===== src/rtl/jk_updown_counter_pkg.sv =====
// jk_updown_counter_pkg: JK mode encoding and default counter width
package jk_updown_counter_pkg;
    localparam logic [1:0] HOLD = 2'b00;
    localparam logic [1:0] CLR  = 2'b01;
    localparam logic [1:0] SET  = 2'b10;
    localparam logic [1:0] TOG  = 2'b11;
    localparam int DEFAULT_WIDTH = 4;
endpackage


===== src/rtl/jk_updown_counter_jk_ff.sv =====
// jk_ff: JK flip-flop with asynchronous active-high reset to 0
module jk_ff
    import jk_updown_counter_pkg::*;
(
    input  logic clk,
    input  logic reset,
    input  logic j,
    input  logic k,
    output logic q
);
    logic [1:0] mode;
    assign mode = {j, k};
    always_ff @(posedge clk or posedge reset)
        if (reset) q <= 1'b0;
        else q <= (mode == HOLD) ? q : (mode == SET) ? 1'b1 : (mode == CLR) ? 1'b0 : ~q;
endmodule


===== src/rtl/jk_updown_counter.sv =====
// jk_updown_counter: up/down counter built from JK flip-flops with wrap or saturate limits
module jk_updown_counter
    import jk_updown_counter_pkg::*;
#(
    parameter int WIDTH    = DEFAULT_WIDTH,
    parameter bit SATURATE = 1'b0
) (
    input  logic             clk,
    input  logic             reset,
    input  logic             en,
    input  logic             up,
    input  logic             load,
    input  logic [WIDTH-1:0] load_val,
    output logic [WIDTH-1:0] count,
    output logic             tc,
    output logic             wrap
);
    logic [WIDTH-1:0] up_chain, dn_chain, tog, j, k;
    logic step;
    assign tc = up ? &count : ~|count;
    // a bit toggles when every lower bit is 1 (counting up) or 0 (counting down)
    for (genvar i = 0; i < WIDTH; i++) begin : g_bit
        if (i == 0) begin : g_lsb
            assign up_chain[i] = 1'b1;
            assign dn_chain[i] = 1'b1;
        end else begin : g_chain
            assign up_chain[i] = up_chain[i-1] & count[i-1];
            assign dn_chain[i] = dn_chain[i-1] & ~count[i-1];
        end
        jk_ff u_ff (.clk(clk), .reset(reset), .j(j[i]), .k(k[i]), .q(count[i]));
    end
    always_comb begin
        step = en && !(SATURATE && tc);
        tog  = step ? (up ? up_chain : dn_chain) : '0;
        j    = load ? load_val : tog;
        k    = load ? ~load_val : tog;
    end
    always_ff @(posedge clk or posedge reset)
        if (reset) wrap <= 1'b0;
        else wrap <= !load && en && tc && !SATURATE;
endmodule


===== config.mk =====
export PLATFORM = sky130hd
export DESIGN_NAME = jk_updown_counter
export DESIGN_NICKNAME = d
export VERILOG_FILES = /design/src/rtl/jk_updown_counter_pkg.sv /design/src/rtl/jk_updown_counter_jk_ff.sv /design/src/rtl/jk_updown_counter.sv
export SDC_FILE = /design/constraint.sdc
export NUM_CORES = 1
export LEC_CHECK = 0
export CORE_AREA = 5 5 42 44
export CTS_BUF_LIST = sky130_fd_sc_hd__clkbuf_8
export DETAILED_ROUTE_END_ITERATION = 7
export DIE_AREA = 0 0 47 49
export GPL_ROUTABILITY_DRIVEN = 0
export PLACE_DENSITY = 0.56
export SETUP_SLACK_MARGIN = 0.4
export SYNTH_ARGS = -nofsm -noshare
export SYNTH_HDL_FRONTEND = slang
export SYNTH_SLANG_ARGS = --single-unit

===== constraint.sdc =====
create_clock -name clk -period 2.1 [get_ports clk]
set_input_delay 0.42 -clock clk [delete_from_list [all_inputs] [get_ports clk]]
set_output_delay 0.42 -clock clk [all_outputs]
set_load 0.01 [all_outputs]

==> results of run 1 <==
-- where the power goes --
group          internal [mW]  switching (mW)  total, mW
clock                  0.125          0.0474      0.173
combinational         0.0740          0.0434      0.117
sequential             0.108          0.0163      0.124
-- per-layer routing --
layer | vias to the layer above | share of wire, % | track usage [%]
met3 | 0 | 11 | 7.01
met2 | 12 | 44 | 10.9
met4 | 0 | 0 | 1.38
li1 | 175 | - | -
met1 | 149 | 45 | 11.1
met5 | - | 0 | 0
-- repair_timing --
action,4_1_cts,5_1_grt
cloned,0,0
endpoints found under the setup margin,3,2
gates resized for setup,10,4
buffers inserted,1,1
-- worst reg2reg max path, delay by kind of cell (launching register included) --
kind | cells | cell delay [ps]
AOI/OAI and AO/OA | 1 | 260
and+or+nand+nor | 2 | 700
buffers and inverters | 1 | 170
DFF | 1 | 420
-- cell usage after synthesis --
library cell / n
o211ai_1: 1
nand4_1: 1
nand2b_1: 1
nor2_1: 2
clkbuf_1: 1
or4b_2: 1
o31a_1: 1
a21oi_1: 2
nand2_1: 2
dfrtp_1: 5
mux2_2: 1
and3_4: 1
a211o_1: 1
nand3_1: 3
inv_1: 2
nor4_1: 1
nor3b_1: 1
and4_2: 1
o21ai_0: 1
buf_4: 5
or4b_4: 1
and3b_1: 1
xnor2_1: 2
-- registers in the layout (all words and copies together) (netlist names) --
register / flops
g_bit.u_ff.q: 4
wrap: 1
-- cell type report --
cell class	count	area (um2)	area share, %
well taps	16	20.0	3.33
multi-input cells	25	199	33.1
inverters	2	7.51	1.25
clock buffers	3	41.3	6.87
flip-flops and latches	5	125	20.8
repair buffers	22	204	34.0
clock inverters	1	3.75	0.625
-- per-stage QoR --
stage	hold slack [ps]	cell area [um2]	worst slack [ps]	setup TNS [ps]
2_1_floorplan	199	353	546	0
3_3_place_gp	623	517	-191	-191
3_5_place_dp	634	517	-193	-193
4_1_cts	413	572	382	0
5_1_grt	432	601	350	0
6_report	403	601	383	0
-- how the worst max path moves through the flow --
stage / from / end / slack (ps) / cells past startpoint
2_1_floorplan: en / g_bit[2].u_ff.q / 550 / 4
3_3_place_gp: up / tc / -190 / 4
3_5_place_dp: up / tc / -190 / 4
4_1_cts: g_bit[1].u_ff.q / tc / 380 / 4
5_1_grt: g_bit[1].u_ff.q / tc / 350 / 4
6_report: g_bit[1].u_ff.q / tc / 380 / 4
-- cells by family (layout without fill, tap and decap cells) --
kind of cell | Yosys count | after routing | synth area share, %
simple gates | 16 | 16 | 31.2
xor+xnor | 2 | 2 | 4.97
mux | 1 | 1 | 3.19
buf+inv | 8 | 28 | 13.8
flops | 5 | 5 | 35.5
compound gates | 6 | 6 | 11.3
==> run metrics, run 1 <==
CP Capture Type output pin; Syn Inst Count 38; Worst Path Arrival 1300 ps; FF-to-FF Start g_bit[0].u_ff.q; post-DP HPWL 598 um; Tot GR Track Use 8.49%; Synth area leader dfrtp_1; Synth Cell Area 353 um2; n_diodes 0; Cell variety after synth 23; filler instances 151; Initial Util 25.2%; Startpoint Class flop; sequential fraction of the synthesis area 35.5%; share of layout cells above drive strength 1 31.0%; Routed WL per cell 11.4 um; Ys Warns 0; crit path buf inv count 2; Routed Antenna Nets 0; initial antenna violation count 0; Tot Pwr 0.414 mW; endpoints failing hold 0; status complete, no violations; max-cap violations 0; IO Port Bufs 14; worst-margin pin slew 236 ps; Sink Count 5; vias in the first global route 314; syn avg cell area 9.29 um2; die area 2300 um2; syn nets 47; fin crit share 81.7%; worst setup path category reg2out; vias per inst 4.54; Worst R2R Path Depth 4; Clock Path Buffers 2; pin count of the biggest net entering global routing 12; via count 336; cell family contributing the most delay on the critical path flip-flops; Slowest cell on crit path dfrtp_1; Hold Path Class in2async; Crit path required time 1680 ps; placed cell count 68; cell leakage power 0.278 nW; DRC 0; Max H-tree Level 1; post-layout util 42.9%; worst skew pair latency 220 ps; # setup viols final 0; first-pass GRT wire length 1360 um; FMAX 0.583 GHz; global-route congestion overflow total 0; core area 1400 um2; Die X-Extent 47 um; Cell Count, Final, Fillers Out 74; most common cell after layout, fill and taps aside clkdlybuf4s50_1; I/O pin count 15; Synth area leaders dfrtp_1 35%, buf_4 11%, xnor2_1 5.0%; Max stage delay on crit path 410 ps; area delta synth->final 70.2%; power per standard cell area 690 nW/um2; Slew Viols, Final 0; Final #Nets 68; Cell Rows 14; Final Skew 1.12 ps; worst reg2reg endpoint g_bit[2].u_ff.q; CTS tree built; Reg clk slew, reported paths 40 ps; most frequent cells in the layout 9 x clkdlybuf4s50_1, 7 x buf_4, 5 x dfrtp_1; Worst VDD drop 0.502 mV; DRT iter0 DRCs 7; Slew headroom 84.1%; wirelength, routed 845 um; Final min period 1720 ps; Chip Height 49 um; Worst path most repeated cell buf_6; DRT Pass-1 Iters 4; RSZ-0062 raised after global routing true; TritonCTS buffer count 3; CP Max Fanout 6; hold buffers post-CTS 0; Root Buffer clkbuf_8; FF-to-FF setup slack 430 ps; share of the synthesized area in the top cell type 35.5%; register bit total from synthesis 5; CP cell instances buf_6, and4_4, mux2_4, buf_6
(Power assumes the default switching activity.)
==> run 2: changes to the inputs <==
PLACE_DENSITY = 0.58   (was 0.56)
clock period = 1.4 ns   (was 2.1 ns; I/O delays follow)
==> run 2 against run 1 <==
Compared with the run above:
- the run now ends with setup timing left
- via count increased by 8.3%
- worst hold slack got worse by 140 ps
- sequential power up 45%
- core utilization increased by 3.9 points
- count of clock-buffer cells in the layout unchanged
- worst setup slack got worse by 560 ps
- sequential cell count unchanged
- critical endpoint is now g_bit[2].u_ff.q
- largest power group unchanged
==> run metrics, run 2 (synthesis results as in run 1) <==
status complete, but fails checks; failing checks setup timing; setup ws final -175 ps (-559 ps); fin crit share 113%; Hold Path Class in2async; share of layout cells above drive strength 1 46.8% (+16 points); CTS tree built; DRT iter0 DRCs 3 (-4); Largest regs g_bit.u_ff.q: 4 flops, wrap: 1 flops; Routed WL per cell 12.3 um (+7.6%); Final #Nets 72 (+5.9%); CP Max Fanout 4 (-2); Max stage delay on crit path 480 ps (+70 ps); TritonCTS buffer count 3 (unchanged); area delta synth->final 85.8%; Sink Count 5 (unchanged); crit path buf inv count 1 (-1); Clock Path Buffers 2 (unchanged); max-cap violations 0 (unchanged); Slowest cell on crit path or4b_4; Final min period 1580 ps; hold_ws 264 ps (-140 ps); filler instances 150 (-0.66%); Setup WS pre-CTS -662 ps (-469 ps); Slew headroom 81.7% (-2.4 points); GR Layer Usage met1 10.7% (-0.42 points); vias in the first global route 387 (+23%); die area 2300 um2 (unchanged); power per standard cell area 1020 nW/um2 (+48%); Initial Util 25.2% (unchanged); DRT Pass-1 Iters 2 (-2); Tot Pwr 0.669 mW (+62%); Final Skew 1.57 ps (+0.444 ps); Reg clk slew, reported paths 40 ps (about the same); endpoints failing hold 0 (unchanged); Slew Viols, Final 0 (unchanged); Biggest register g_bit.u_ff.q; n_diodes 0 (unchanged); final setup TNS -328 ps (-328 ps); most common cell after layout, fill and taps aside buf_6; first-pass GRT wire length 1560 um (+15%); met3 Track Usage GR 2.21% (-4.8 points); Worst VDD drop 0.649 mV (+29%); cell family contributing the most delay on the critical path simple AND/OR/NAND/NOR gates; Worst R2R Path Depth 4 (unchanged); wirelength, routed 958 um (+13%); Tot GR Track Use 9.62% (+1.1 points); hold buffers post-CTS 0 (unchanged); worst reg2reg endpoint g_bit[2].u_ff.q; worst setup path category reg2reg; grt peak-use layer met2; vias per inst 4.67 (+2.8%); most frequent cells in the layout 11 x buf_6, 6 x clkdlybuf4s50_1, 6 x buf_4; Chip Height 49 um (unchanged); Die X-Extent 47 um (unchanged); CP Capture Type flop; core area 1400 um2 (unchanged); Worst Path Arrival 1670 ps (+370 ps); Crit path required time 1500 ps (-180 ps); global-route congestion overflow total 0 (unchanged); GR met2 Demand/Resource 15.8% (+5.0 points); Root Buffer clkbuf_8; Cell Rows 14 (unchanged); Largest register FFs 4 (unchanged); # setup viols final 2 (+2); Startpoint Class flop; Max H-tree Level 1 (unchanged); pin count of the biggest net entering global routing 12 (unchanged); CP cell instances buf_6, or4b_4, and3_4, o31a_1; worst-margin pin slew 272 ps (+35.8 ps); cell leakage power 0.311 nW (+12%); initial antenna violation count 0 (unchanged); via count 364 (+8.3%); RSZ-0062 raised after global routing true; IO Port Bufs 14 (unchanged); DRC 0 (unchanged); Routed Antenna Nets 0 (unchanged); FF-to-FF Start g_bit[0].u_ff.q; FF-to-FF setup slack -180 ps (-610 ps); worst skew pair latency 220 ps (about the same); FMAX 0.635 GHz; I/O pin count 15 (unchanged); post-layout util 46.8% (+3.9 points); post-DP HPWL 626 um (+4.8%)
[run 2: layout make-up]
cell class	instances	area [um2]	area share, %
repair buffers	26	251	38.4
inverters	2	7.51	1.15
clock inverters	1	3.75	0.573
well taps	16	20.0	3.05
clock buffers	3	41.3	6.30
multi-input cells	25	206	31.5
flip-flops and latches	5	125	19.1
[run 2: per-stage QoR]
step,area (um2),instances
floorplan,353,38
global placement,539,71
detailed placement,539,71
CTS,648,78
global route,656,78
finish,656,78
[run 2: what timing repair did]
action	in CTS	in global routing
pin swaps	4	0
buffers inserted	3	0
setup endpoints to repair	11	9
resized for setup	42	1
[run 2: metal layers]
layer / vias up / part of all wire, %
met3: 3 / 7.4
met5: - / 0
li1: 179 / -
met4: 0 / 1.9
met2: 12 / 52
met1: 170 / 39
[run 2: power breakdown]
part / internal [mW] / total (mW) / switching [mW]
Clock: 0.188 / 0.256 / 0.0680
Sequential: 0.162 / 0.180 / 0.0179
Combinational: 0.150 / 0.234 / 0.0837
[run 2: worst max-delay path by stage]
stage                                  to            start  depth (start not counted)
after floorplan           g_bit[2].u_ff.q  g_bit[1].u_ff.q                          3
after global placement                 tc               up                          4
after detailed placement               tc               up                          4
after CTS                 g_bit[2].u_ff.q  g_bit[1].u_ff.q                          4
after global routing                   tc  g_bit[1].u_ff.q                          3
final                     g_bit[2].u_ff.q  g_bit[0].u_ff.q                          4
==> run 3: changes to the inputs <==
GPL_TIMING_DRIVEN = 0   (was default)
==> run 3 against run 2 <==
Compared with the run above:
- the flow still finishes with violations (setup timing)
- combinational power increased by 14%
- core utilization grew 3.7 points
- wire length increased by 0.52%
- register-to-register slack worse by 20 ps
- cell count grew 5.1%
- first-iteration DRC count is 33% higher
- critical path depth unchanged
- clock power is essentially flat
- worst setup slack lost 23 ps
- count of clock-buffer cells in the layout is the same
==> run metrics, run 3 (synthesis results as in run 1) <==
crit path buf inv count 1 (unchanged); setup ws final -199 ps (-23.4 ps); Initial Util 25.2% (unchanged); placed cell count 67 (-5.6%); initial antenna violation count 0 (unchanged); DRC 0 (unchanged); # setup viols final 3 (+1); worst setup path category reg2reg; Reg clk slew, reported paths 40 ps (about the same); Max stage delay on crit path 530 ps (+50 ps); Largest regs g_bit.u_ff.q: 4 flops, wrap: 1 flops; Routed WL per cell 11.7 um (-4.4%); CP Max Fanout 4 (unchanged); Die X-Extent 47 um (unchanged); Max H-tree Level 1 (unchanged); TritonCTS buffer count 3 (unchanged); vias in the first global route 366 (-5.4%); Startpoint Class flop; wirelength, routed 963 um (+0.52%); most common cell after layout, fill and taps aside buf_6; FMAX 0.625 GHz (-1.5%); Worst Path Arrival 1700 ps (+30 ps); Root Buffer clkbuf_8; Biggest register g_bit.u_ff.q; global-route congestion overflow total 0 (unchanged); I/O pin count 15 (unchanged); CP Capture Type flop; Worst R2R Path Depth 4 (unchanged); core area 1400 um2 (unchanged); area delta synth->final 101%; DRT Pass-1 Iters 3 (+1); worst skew pair latency 220 ps (about the same); Chip Height 49 um (unchanged); pin count of the biggest net entering global routing 11 (-1); n_diodes 0 (unchanged); Final min period 1600 ps (+23.4 ps); IO Port Bufs 13 (-1); share of layout cells above drive strength 1 54.5% (+7.8 points); via count 377 (+3.6%); Slew headroom 79.7% (-2.0 points); die area 2300 um2 (unchanged); DRT iter0 DRCs 4 (+1); failing checks setup timing; fin crit share 114% (+1.7 points); Final #Nets 76 (+5.6%); endpoints failing hold 0 (unchanged); cell leakage power 0.340 nW (+9.5%); Tot GR Track Use 8.98% (-0.64 points); CP cell instances buf_6, or4b_4, and3_4, o31a_1; filler instances 144 (-4.0%); first-pass GRT wire length 1480 um (-5.3%); Sink Count 5 (unchanged); Slew Viols, Final 0 (unchanged); status complete, but fails checks; Hold Path Class in2async; vias per inst 4.60 (-1.5%); cell family contributing the most delay on the critical path simple AND/OR/NAND/NOR gates; max-cap violations 0 (unchanged); Crit path required time 1500 ps (about the same); Final Skew 1.22 ps (-0.352 ps); Cell Rows 14 (unchanged); Routed Antenna Nets 0 (unchanged); final setup TNS -363 ps (-34.5 ps); most frequent cells in the layout 11 x buf_6, 9 x buf_4, 5 x clkdlybuf4s50_1; Cell Count, Final, Fillers Out 82 (+5.1%); Clock Path Buffers 2 (unchanged); Slowest cell on crit path or4b_4; CTS tree built; RSZ-0062 raised after global routing true; Largest register FFs 4 (unchanged); Stages on worst setup path 4 (unchanged); power per standard cell area 1000 nW/um2 (-1.8%); worst-margin pin slew 305 ps (+32.6 ps); Worst VDD drop 0.540 mV (-17%)
## run 3: per-stage QoR
stage	hold slack [ps]	area, um2	worst slack [ps]	utilization [%]	power (mW)
after global routing	285	708	-224	50.5	0.745
after floorplan	58.5	353	-58.1	-	0.275
after detailed placement	492	503	-784	35.9	0.346
final	254	708	-199	50.5	0.710
after CTS	261	687	-192	49.0	0.703
after global placement	496	503	-780	35.9	0.345
## run 3: routing by layer
metal	GRT usage (%)	part of all wire, %
met1	10.7	42
met2	13.1	49
met3	3.32	6.5
met4	5.53	2.3
met5	0	0
## run 3: final timing paths
path                                   end  slack, ps       startpoint
min                        g_bit[2].u_ff.q        250            reset
min reg2reg                g_bit[0].u_ff.q        720  g_bit[0].u_ff.q
max                        g_bit[2].u_ff.q       -200  g_bit[1].u_ff.q
max reg2reg                g_bit[2].u_ff.q       -200  g_bit[1].u_ff.q
min in group clk           g_bit[1].u_ff.q        390               en
max in group asynchronous  g_bit[1].u_ff.q        970            reset
## run 3: worst register-to-register path: cells and delay by family (launching register included)
kind,cells,cell delay (ps)
compound gates,1,230
simple gates,2,690
flops,1,440
buf+inv,1,130
## run 3: repair_timing
action | in CTS | in global routing
setup buffers | 10 | 1
gates cloned | 0 | 0
hold buffers | 0 | 0
setup endpoints to repair | 11 | 11
pin swaps | 4 | 2
resized for setup | 46 | 3
## run 3: area by class of cell
type	instances	area, um2	share of cell area (%)
plain buffers	6	62.6	8.83
clock buffers	3	41.3	5.83
clock inverters	1	3.75	0.530
inverters	2	7.51	1.06
multi-input cells	25	215	30.4
flip-flops and latches	5	128	18.0
well taps	16	20.0	2.83
repair buffers	24	230	32.5
## run 3: where the power goes
group / leakage (nW) / switching (mW) / internal (mW) / total [mW]
clock: 0.0269 / 0.0709 / 0.188 / 0.259
sequential: 0.0588 / 0.0218 / 0.163 / 0.185
combinational: 0.255 / 0.0885 / 0.178 / 0.266
total: 0.340 / 0.181 / 0.529 / 0.710
